$ cat src/rtl/conv_pkg.sv
// Shared widths, FSM state encoding and the result clip helper for the
// 2-tap convolution scheduler.
package conv_pkg;

    localparam int DW    = 12;
    localparam int CW    = 12;
    localparam int RW    = 13;
    localparam int RES_W = DW + CW + 1;

    typedef enum logic [2:0] {
        IDLE  = 3'd0,
        ISSUE = 3'd1,
        WAIT  = 3'd2,
        OUT   = 3'd3,
        FETCH = 3'd4
    } state_t;

    typedef struct packed {
        logic [RW-1:0] data;
        logic          sat;
    } sat_t;

    // In range exactly when every bit from the RW sign position upward agrees.
    function automatic sat_t sat_rw(input logic signed [RES_W-1:0] v);
        sat_t                 r;
        logic [RES_W-RW:0]    top;
        top = v[RES_W-1:RW-1];
        if ((&top) || !(|top)) begin
            r.data = v[RW-1:0];
            r.sat  = 1'b0;
        end else if (v[RES_W-1]) begin
            r.data = {1'b1, {(RW-1){1'b0}}};
            r.sat  = 1'b1;
        end else begin
            r.data = {1'b0, {(RW-1){1'b1}}};
            r.sat  = 1'b1;
        end
        return r;
    endfunction

endpackage

$ cat src/rtl/conv_sat.sv
// Combinational clip of the raw datapath sum to RW bits, with a flag when
// the value had to be limited.
module conv_sat
    import conv_pkg::*;
(
    input  logic signed [RES_W-1:0] raw,
    output logic signed [RW-1:0]    data,
    output logic                    sat
);

    sat_t res_s;

    assign res_s = sat_rw(raw);
    assign data  = res_s.data;
    assign sat   = res_s.sat;

endmodule

$ cat src/rtl/conv_sched.sv
// Frame scheduler for the shared 2-tap convolution datapath: sliding window,
// coefficient shadow/active registers and one start/done job per output.
module conv_sched
    import conv_pkg::*;
#(
    parameter int                    FRAME_LEN = 8,
    parameter logic signed [CW-1:0]  C0_RST    = 12'sd2,
    parameter logic signed [CW-1:0]  C1_RST    = -12'sd5
) (
    input  logic                    clk,
    input  logic                    reset,
    input  logic                    cfg_we,
    input  logic                    cfg_sel,
    input  logic signed [CW-1:0]    cfg_data,
    input  logic                    in_valid,
    input  logic signed [DW-1:0]    in_data,
    output logic                    in_ready,
    output logic signed [DW-1:0]    dp_x0,
    output logic signed [DW-1:0]    dp_x1,
    output logic signed [CW-1:0]    dp_c0,
    output logic signed [CW-1:0]    dp_c1,
    output logic                    dp_start,
    input  logic                    dp_done,
    input  logic signed [RES_W-1:0] dp_result,
    output logic                    out_valid,
    output logic signed [RW-1:0]    out_data,
    output logic                    out_sat,
    output logic                    out_last,
    input  logic                    out_ready,
    output logic                    busy
);

    localparam int CNT_W = $clog2(FRAME_LEN + 1);

    state_t               state_r;
    logic [CNT_W-1:0]     cnt_r;
    logic                 tail_r;
    logic signed [DW-1:0] x_cur_r;
    logic signed [DW-1:0] x_prev_r;
    logic signed [CW-1:0] c0_sh_r;
    logic signed [CW-1:0] c1_sh_r;
    logic signed [CW-1:0] c0_act_r;
    logic signed [CW-1:0] c1_act_r;
    logic                 in_ready_r;
    logic                 dp_start_r;
    logic                 out_valid_r;
    logic signed [RW-1:0] out_data_r;
    logic                 out_sat_r;
    logic                 out_last_r;
    logic                 busy_r;
    logic signed [RW-1:0] sat_data_s;
    logic                 sat_flag_s;

    conv_sat u_sat (
        .raw  (dp_result),
        .data (sat_data_s),
        .sat  (sat_flag_s)
    );

    // Shadow coefficients accept writes at any time; frames copy them on start.
    always_ff @(posedge clk or negedge reset) begin
        if (!reset) begin
            c0_sh_r <= C0_RST;
            c1_sh_r <= C1_RST;
        end else if (cfg_we) begin
            if (cfg_sel) begin
                c1_sh_r <= cfg_data;
            end else begin
                c0_sh_r <= cfg_data;
            end
        end
    end

    // Job sequencing: accept sample, issue job, capture result, hand it off.
    always_ff @(posedge clk or negedge reset) begin
        if (!reset) begin
            state_r     <= IDLE;
            cnt_r       <= {CNT_W{1'b0}};
            tail_r      <= 1'b0;
            x_cur_r     <= {DW{1'b0}};
            x_prev_r    <= {DW{1'b0}};
            c0_act_r    <= {CW{1'b0}};
            c1_act_r    <= {CW{1'b0}};
            in_ready_r  <= 1'b0;
            dp_start_r  <= 1'b0;
            out_valid_r <= 1'b0;
            out_data_r  <= {RW{1'b0}};
            out_sat_r   <= 1'b0;
            out_last_r  <= 1'b0;
            busy_r      <= 1'b0;
        end else begin
            case (state_r)
                IDLE: begin
                    if (in_valid && in_ready_r) begin
                        c0_act_r   <= c0_sh_r;
                        c1_act_r   <= c1_sh_r;
                        x_cur_r    <= in_data;
                        x_prev_r   <= {DW{1'b0}};
                        cnt_r      <= CNT_W'(1);
                        tail_r     <= 1'b0;
                        in_ready_r <= 1'b0;
                        dp_start_r <= 1'b1;
                        busy_r     <= 1'b1;
                        state_r    <= ISSUE;
                    end else begin
                        in_ready_r <= 1'b1;
                    end
                end
                ISSUE: begin
                    dp_start_r <= 1'b0;
                    state_r    <= WAIT;
                end
                WAIT: begin
                    if (dp_done) begin
                        out_data_r  <= sat_data_s;
                        out_sat_r   <= sat_flag_s;
                        out_last_r  <= tail_r;
                        out_valid_r <= 1'b1;
                        state_r     <= OUT;
                    end
                end
                OUT: begin
                    if (out_ready) begin
                        out_valid_r <= 1'b0;
                        if (tail_r) begin
                            cnt_r      <= {CNT_W{1'b0}};
                            x_prev_r   <= {DW{1'b0}};
                            tail_r     <= 1'b0;
                            out_last_r <= 1'b0;
                            busy_r     <= 1'b0;
                            in_ready_r <= 1'b1;
                            state_r    <= IDLE;
                        end else if (cnt_r == CNT_W'(FRAME_LEN)) begin
                            // Tail output flushes the last sample with a zero input.
                            x_prev_r   <= x_cur_r;
                            x_cur_r    <= {DW{1'b0}};
                            tail_r     <= 1'b1;
                            dp_start_r <= 1'b1;
                            state_r    <= ISSUE;
                        end else begin
                            x_prev_r   <= x_cur_r;
                            in_ready_r <= 1'b1;
                            state_r    <= FETCH;
                        end
                    end
                end
                FETCH: begin
                    if (in_valid && in_ready_r) begin
                        x_cur_r    <= in_data;
                        cnt_r      <= cnt_r + CNT_W'(1);
                        in_ready_r <= 1'b0;
                        dp_start_r <= 1'b1;
                        state_r    <= ISSUE;
                    end
                end
                default: begin
                    in_ready_r  <= 1'b0;
                    dp_start_r  <= 1'b0;
                    out_valid_r <= 1'b0;
                    busy_r      <= 1'b0;
                    state_r     <= IDLE;
                end
            endcase
        end
    end

    assign in_ready  = in_ready_r;
    assign dp_x0     = x_cur_r;
    assign dp_x1     = x_prev_r;
    assign dp_c0     = c0_act_r;
    assign dp_c1     = c1_act_r;
    assign dp_start  = dp_start_r;
    assign out_valid = out_valid_r;
    assign out_data  = out_data_r;
    assign out_sat   = out_sat_r;
    assign out_last  = out_last_r;
    assign busy      = busy_r;

endmodule

$ cat config.mk
export PLATFORM = sky130hd
export DESIGN_NAME = conv_sched
export DESIGN_NICKNAME = d
export VERILOG_FILES = /design/src/rtl/conv_pkg.sv /design/src/rtl/conv_sat.sv /design/src/rtl/conv_sched.sv
export SDC_FILE = /design/constraint.sdc
export NUM_CORES = 1
export LEC_CHECK = 0
export CAP_MARGIN = 10
export CORE_MARGIN = 2
export CORE_UTILIZATION = 30
export DETAILED_ROUTE_END_ITERATION = 10
export PLACE_DENSITY = 0.58
export SLEW_MARGIN = 10
export SYNTH_ARGS = -nofsm -noshare
export SYNTH_HDL_FRONTEND = slang
export SYNTH_HIERARCHICAL = 1
export SYNTH_SLANG_ARGS = --single-unit
$ cat constraint.sdc
create_clock -name clk -period 2.67 [get_ports clk]
set_input_delay 0.267 -clock clk [delete_from_list [all_inputs] [get_ports clk]]
set_output_delay 0.267 -clock clk [all_outputs]
set_load 0.05 [all_outputs]
# Word level (Yosys, flattened, before mapping)
# Index checks and enable logic that the tools add are counted.
# totals
out_inout_bits	67
regBits	99
elab_cells	108
# classes
n_reduce_logical	27
eq_ne	14
n_bitwise	5
add_sub_neg	1
mux	45
# op_table
operator	count
$mux 12	7
$pmux 12 s2	2
$mux 14	2
$mux 1	17
$mux 4	4
$mux 3	5
$reduce_and 5->1	3
$ne 2x2->1 const B	7
$reduce_and 13->1	1
$reduce_or 13->1	1
$pmux 3 s4	1
$pmux 4 s3	1
$reduce_and 4->1	3
$pmux 1 s3	3
$reduce_and 3->1	3
$reduce_and 2->1	4
$eq 3x2->1 const B	2
$reduce_bool 2->1	3
$reduce_or 3->1	2
$not 1->1	5
$add 4x1->4 const B	1
$eq 4x4->1 const B	1
$pmux 1 s2	2
$pmux 1 s4	1
other kinds (10)	11

# Logic depth before layout (Yosys ltp)
# logic_depth
depth_word	5
depth_mapped	6
depth_no_buf	5

# By module
# Netlist, hierarchy kept.
# modules_own_cells
mod	area_per_inst_um2	n_inst	cells_each	seq_area_each_um2
conv_sched	4201.5	1	319	2492.4
conv_sat	259.0	1	38	0.0

# Worst setup path after synthesis
# Ideal clock, no wire load.
# synth_path
path_kind	register to register
start	register in_ready_r, in the netlist in_ready
end	register c0_act_r[0], in the netlist dp_c0[0]
slack_ns	0.802
t_arrival_ns	1.743
required_time_ns	2.545
n_path_buf	1
setup_ns	0.125
synth_period_minus_slack_ns	1.868
path_stages_with_launch	5
cell_sequence	dfrtp_1 nand4bb_1 nor2_2 buf_4 mux2_2
# synth_between
elab_chain_cells	2
# synth_lines
element	line_no	rtl
start, declared	conv_sched.sv:44	logic in_ready_r;
start signal, assigned	conv_sched.sv:84	in_ready_r <= 1'b0;
start signal, assigned	conv_sched.sv:101	in_ready_r <= 1'b0;
start signal, assigned	conv_sched.sv:106	in_ready_r <= 1'b1;
$logic_and 1x1->1	conv_sched.sv:94	if (in_valid && in_ready_r) begin
$reduce_and 2->1 (no source line)	n/a	
end signal, assigned	conv_sched.sv:82	c0_act_r <= {CW{1'b0}};
end signal, assigned	conv_sched.sv:95	c0_act_r <= c0_sh_r;
end, declared	conv_sched.sv:42	logic signed [CW-1:0] c0_act_r;
# Every way passes these cells.
# A chain may end at the register's enable or synchronous reset.

# Worst setup path after layout
# layout_path
start	input port dp_result[14]
end	register out_data_r[11], in the netlist out_data[11]
# layout_between
elab_chain_cells	4
# layout_lines
element	line_no	rtl
start, declared	conv_sched.sv:24	input logic signed [RES_W-1:0] dp_result,
$reduce_or 13->1	conv_pkg.sv:28	if ((&top) || !(|top)) begin
$logic_not 1->1	conv_pkg.sv:28	
$logic_or 1x1->1 *	conv_pkg.sv:28	
$mux 14 *	conv_pkg.sv:28	
named net sat_data_s[11]	conv_sched.sv:51	logic signed [RW-1:0] sat_data_s;
end signal, assigned	conv_sched.sv:87	out_data_r <= {RW{1'b0}};
end signal, assigned	conv_sched.sv:115	out_data_r <= sat_data_s;
end, declared	conv_sched.sv:47	logic signed [RW-1:0] out_data_r;
# Mark *: on every way through the listed nets, which the timed path passes. The rest lies on a longest branch.

==> impl_metrics.json <==
{
  "tns_ns": 0,
  "end_kind": "flop",
  "cts-resized-gates": 0,
  "grt_overflow": 0,
  "drtAntennaViolNets": 0,
  "postSynthCellCount": 357,
  "ys_warn_count": 6,
  "clk_pin_slew_ns": 0.07,
  "setup_violations": 0,
  "powerDensity_nw_per_um2": 1280,
  "grt_usage_pct": 14.0,
  "rsz0062_at_grt": "false",
  "synthArstFlopShare_pct": 100,
  "wl_per_cell_um": 15.9,
  "dieArea_um2": 15900,
  "cts_tree": "yes",
  "clockRootBuffer": "clkbuf_16",
  "synth-seq-cells": 99,
  "synth_nets": 415,
  "vias": 3202,
  "max_slew_margin_pct": 43.0,
  "portBuffers": 122,
  "cp_max_fo": 12,
  "synth-seq-area-share_pct": 55.9,
  "cp_slowest_cell": "or4_4",
  "finalNetCount": 539,
  "place.detailed.hpwl_um": 7590,
  "critPathMaxStageDelay_ns": 0.56,
  "start_util_pct": 30.7,
  "ys_types": 56,
  "fmax_ghz": 0.491,
  "gp_congestion": 0.760,
  "period_share_pct": 76.2,
  "synth-edff-count": 0,
  "crit_arrival_ns": 2.27,
  "finClkSkew_ns": 0.00574,
  "grt_max_degree": 46,
  "synth.cell_area_um2": 4460,
  "drive_gt1_share_pct": 23.9,
  "routed_via_density": 4.78,
  "mostFrequentLayoutCells": "clkdlybuf4s50_1 (121), dfrtp_1 (87), mux2_2 (53)",
  "wl_met3_um": 928,
  "antennaDiodeCount": 0,
  "layout_commonest_cell": "clkdlybuf4s50_1",
  "io_pins": 123,
  "vdd_drop_max_v": 0.000592,
  "area.growth.synth_to_final_pct": 39.3,
  "syn_area_per_cell_um2": 12.5,
  "routed-wl-met2_um": 4730,
  "drt_iter0_markers": 73,
  "worst_skew_pair.late_latency_ns": 0.34,
  "status": "finished clean",
  "crit_type": "in -> reg",
  "cts.sinks": 99,
  "critical_path_required_ns": 2.90,
  "synthFlopType": "dfrtp_1",
  "antenna_found_initial": 0,
  "fp.dieW_um": 126,
  "dr.max_layer_used": "met4",
  "report.final.slew_viol_count": 0,
  "cts_setup_buffers": 0,
  "tightest_slew_ns": 0.852,
  "hold_viol_final": 0,
  "power_mw": 7.98,
  "wl_met1_um": 4850,
  "worst_setup_path_start_kind": "input pin",
  "dr.pass1.iters": 4,
  "rows": 44,
  "die_h_um": 126,
  "cap_violations": 0,
  "drc_errors": 0,
  "path_cells": "clkdlybuf4s50_1 -> or4_4 -> nor3_4 -> a311o_2 -> o21ai_0 -> mux2_1",
  "p_leak_nw": 2.52,
  "fp.coreArea_um2": 14500,
  "clockBufferDepth": 2,
  "routed_wl_um": 10600,
  "fin_crit_ns": 2.04,
  "min_path_type": "in -> async",
  "htree_num_levels": 3,
  "cts_buffers": 9,
  "grt_pass1_wl_um": 17800,
  "grt_pass1_vias": 3368
}
final cells by class:
class / count / area [um^2]
clock buffers: 11 / 253
multi-input cells: 210 / 1760
fillers: 1385 / 8320
clock inverters: 5 / 60.1
inverters: 28 / 105
repair buffers: 133 / 1320
well taps: 184 / 230
flip-flops and latches: 99 / 2490
per-layer routing:
layer  vias up  global-route usage, %
met5         -                      0
met4         0                   3.94
met3         9                   5.90
met2       112                   21.5
met1      1583                   18.1
li1       1498                      -
final timing paths:
check | start | endpoint | slack [ns] | cells after the start
setup / recovery | dp_result[14] | out_data[11]$_DFFE_PN0P_ | 0.63 | 6
hold / removal | reset | out_valid$_DFFE_PN0P_ | 0.48 | 2
hold reg to reg | out_data[3]$_DFFE_PN0P_ | out_data[3]$_DFFE_PN0P_ | 0.49 | 1
setup reg to reg | state_r[0]$_DFFE_PN0P_ | dp_c0[5]$_DFFE_PN0P_ | 0.69 | 4
max in group asynchronous | reset | out_data[8]$_DFFE_PN0P_ | 1.45 | 3
min in group clk | out_data[3]$_DFFE_PN0P_ | out_data[3]$_DFFE_PN0P_ | 0.49 | 1
through the flow:
stage               hold slack [ns]  std cells  cell area (um^2)  utilization (%)  worst slack, ns
floorplan                   -0.0286        357              4460                -            0.802
global placement              0.305        653              5890             40.5            0.305
detailed placement            0.321        653              5890             40.5            0.268
CTS                           0.491        670              6210             42.7            0.639
global route                  0.509        670              6210             42.7            0.550
finish                        0.478        670              6210             42.7            0.635
Yosys cell counts, drive strengths merged (2+ instances only):
| cell type | count | area, um^2 |
|---|---|---|
| ha | 2 | 25.0 |
| nor2 | 3 | 13.8 |
| and3b | 3 | 26.3 |
| mux2i | 12 | 120 |
| nor3b | 3 | 33.8 |
| a21oi | 6 | 33.8 |
| dfrtp | 87 | 2180 |
| a31oi | 2 | 18.8 |
| nor4 | 3 | 33.8 |
| o31ai | 2 | 15.0 |
| nand2 | 30 | 113 |
| nor2b | 2 | 12.5 |
| o21ai | 28 | 178 |
| buf | 13 | 96.3 |
| nand2b | 6 | 45.0 |
| mux2 | 63 | 709 |
| nand4 | 2 | 12.5 |
| a32o | 3 | 30.0 |
| clkbuf | 7 | 26.3 |
| nand3 | 6 | 30.0 |
| a211oi | 2 | 20.0 |
| a22oi | 12 | 90.1 |
| nor3 | 2 | 21.3 |
| o21bai | 2 | 15.0 |
| inv | 28 | 105 |
| dfstp | 12 | 315 |
flip-flops by register name (all words and copies together), names as in the netlist, 3 cells and up:
| signal | cells |
|---|---|
| dp_x1 | 12 |
| state_r | 3 |
| dp_x0 | 12 |
| dp_c1 | 12 |
| out_data | 13 |
| c1_sh_r | 12 |
| cnt_r | 4 |
| c0_sh_r | 12 |
| dp_c0 | 12 |
cells by family (layout without fill, tap and decap cells):
group,after synthesis,count (layout),synth area share [%]
buffers and inverters,48,177,5.11
AND/OR/NAND/NOR,69,69,9.45
flip-flops,99,99,55.9
multiplexers,75,75,18.6
AO/OA/AOI/OAI,64,64,10.4
adder cells (fa/ha/maj),2,2,0.561
timing repair:
item	in CTS	in global routing
setup endpoints to repair	0	0
hold buffers	1	0
hold endpoints to repair	37	0
critical path: cells and delay by family:
kind | cells | cell delay, ns
multiplexers | 1 | 0.31
buffers and inverters | 1 | 0.43
AO/OA/AOI/OAI | 2 | 0.54
AND/OR/NAND/NOR | 2 | 0.72
where the power goes:
| part | total (mW) | internal (mW) | switching [mW] |
|---|---|---|---|
| registers | 2.53 | 2.09 | 0.444 |
| logic | 4.09 | 1.51 | 2.58 |
| clock network | 1.35 | 0.781 | 0.574 |
(Power assumes the default switching activity.)
==> edit, RTL diff (config.mk and constraints unchanged) <==
Register the inputs `cfg_we`, `cfg_sel` and `cfg_data` before use, with the module's reset. The logic sees them one clock later. The other inputs are not delayed to match.
--- a/src/rtl/conv_sched.sv
+++ b/src/rtl/conv_sched.sv
@@ -34,2 +34,18 @@
 
+    logic cfg_we_q;
+    logic cfg_sel_q;
+    logic signed [CW-1:0] cfg_data_q;
+
+    always_ff @(posedge clk or negedge reset) begin
+        if (!reset) begin
+            cfg_we_q   <= '0;
+            cfg_sel_q  <= '0;
+            cfg_data_q <= '0;
+        end else begin
+            cfg_we_q   <= cfg_we;
+            cfg_sel_q  <= cfg_sel;
+            cfg_data_q <= cfg_data;
+        end
+    end
+
     state_t               state_r;
@@ -64,7 +80,7 @@
             c1_sh_r <= C1_RST;
-        end else if (cfg_we) begin
-            if (cfg_sel) begin
-                c1_sh_r <= cfg_data;
+        end else if (cfg_we_q) begin
+            if (cfg_sel_q) begin
+                c1_sh_r <= cfg_data_q;
             end else begin
-                c0_sh_r <= cfg_data;
+                c0_sh_r <= cfg_data_q;
             end
Function: changed (a bounded check fails within 4 cycles, from zero or initial values and one cycle with reset low).
==> edit against the unedited design <==
  * Count of clock-buffer cells in the layout increased by 12
  * Final cell count is 8.8% higher
  * Synthesized cell count up 4.5%
  * Via count rose by 1.6%
  * Wire length rose by 0.21%
  * Clock skew is essentially flat
  * Sequential cell count rose by 14
  * Power up 14%
  * Setup slack got worse by 79 ps
  * Synthesized area rose by 7.0%
  * Combinational power is 1% lower
  * Die area is 6.7% higher
  * Final area rose by 8.9%
  * First-iteration DRC count grew to 2.7 times the old value
  * Largest power group unchanged
  * Highest routed layer unchanged
==> edit: results (changes against the unedited design) <==
* Syn Nets at 431 (+3.9%)
* Number of DRC markers in iteration 0 at 196 (+170%)
* Via count at 3254 (+1.6%)
* Largest cells by area after synthesis: dfrtp_1, mux2_2, dfstp_2
* Clock Skew at 5.86 ps (+0.123 ps)
* Largest net degree at the start of global routing at 68 (+48%)
* Critical-path maximum fanout at 16 (+4)
* H-tree lvl count at 4 (+1)
* DPL Wire Length at 7160 µm (-5.6%)
* CP startpoint: state_r[0]
* Cell count of the worst reg-to-reg path at 3 (-1)
* Async SR Flop Fraction at 100% (unchanged)
* RePlAce Congestion at 0.757 (-0.37%)
* Port Buffer Count at 122 (unchanged)
* Worst hold start: cfg_data[9]
* Worst-margin pin slew at 889 ps (+37.8 ps)
* Unique cell type count in the Yosys netlist at 49 (-13%)
* TNS Setup at 0 ps (unchanged)
* ANT cells at 0 (unchanged)
* Global-route wire length before repair at 17500 µm (-1.4%)
* Vias in the first global route at 3433 (+1.9%)
* Vias/cell at 4.46 (-6.6%)
* Status: finished clean
* Initial antenna violation count at 0 (unchanged)
* CTS clk-pin slew, worst paths at 50 ps (-20 ps)
* Pint at 5.35 mW (+22%)
* Skew-Pair Late Insertion Delay at 400 ps (+60 ps)
* Post CTS Setup Buffer Count at 0 (unchanged)
* Clock root buffer master: clkbuf_16
* Post-synth top cells: dfrtp_1, mux2_2, nand2_1, inv_1, o21ai_0
* Max FFs per register at 13 (unchanged)
* Gr usage total at 13.5% (-0.44 points)
* Hold Crit Class: in -> reg
* Clock power frac at 25.1% (+8.1 points)
* CTS Hold Bufs at 1 (unchanged)
* Worst R2R Setup Slack at 560 ps (-130 ps)
* Max_cap viols at 0 (unchanged)
* Share of layout cells above drive strength 1 at 24.8% (+0.89 points)
* Clock Tree Buf Depth at 2 (unchanged)
* Post-Syn Instances at 373 (+4.5%)
* Comb power frac at 44.6% (-6.7 points)
* Final #Nets at 558 (+3.5%)
* Number of CTS-inserted buffers at 17 (+8)
* Leakage at 2.76 nW (+9.8%)
* WS Path Type: reg -> reg
* Critical path arrival at 2430 ps (+160 ps)
* Routed WL per cell at 14.6 µm (-7.9%)
* Placed Instances at 696 (+6.6%)
* Fill cells at 1449 (+4.6%)
* VDD IR max at 0.717 mV (+21%)
* RR Endpoint: dp_x1[7]
* Sequential area share after synthesis at 59.6% (+3.7 points)
edit: cell types whose count changed after synthesis, moves of 3 or more:
cell and delta:
nand2_1 +14, a22oi_1 -12, o21ai_0 +3, mux2_2 +9
dfrtp_1 +14, mux2_1 -10, clkbuf_1 -5, nand4b_1 +3
edit: cell families (layout without fill, tap and decap cells):
family,after synthesis,count (layout),share of synthesized area [%]
DFF,113,113,59.6
AOI/OAI and AO/OA,50,50,7.19
adders and majority gates,2,2,0.524
buffers and inverters,49,189,5.45
and+or+nand+nor,83,83,9.68
muxes,76,76,17.6
edit: layout make-up:
type                    instances  area [µm²]  area share (%)
inverters                      29         109            1.61
multi-input cells             211        1670            24.6
flip-flops and latches        113        2840            42.0
well taps                     216         270            3.99
clock inverters                 9         131            1.94
clock buffers                  23         468            6.91
repair buffers                128        1280            18.9
edit: worst max-delay path: stages, from the launching register on:
cell and delay, ps:
dfrtp_1 530, nand4bb_1 520, a21oi_4 690, mux2i_1 280
edit: worst min path at each step:
stage / cells after the start / slack, ps / endpoint
floorplan: 0 / -30 / busy
global placement: 1 / 320 / dp_c0[4]
detailed placement: 1 / 330 / c0_sh_r[4]
CTS: 1 / 280 / cfg_data_q[4]
global route: 1 / 280 / cfg_sel_q
finish: 1 / 300 / cfg_data_q[9]
edit: per-layer routing:
metal / track usage [%] / share of wire, %
met5: 0 / 0
met1: 17.1 / 44
met2: 21.2 / 49
met3: 4.92 / 5.4
met4: 5.31 / 0.71
edit: metrics by stage:
stage / setup slack (ps) / power [mW] / instance area, µm²
after global placement: 332 / 6.80 / 6160
after detailed placement: 299 / 6.87 / 6160
final: 556 / 9.09 / 6770
after global routing: 413 / 9.56 / 6770
after CTS: 539 / 9.21 / 6770
after floorplan: 912 / 5.50 / 4770
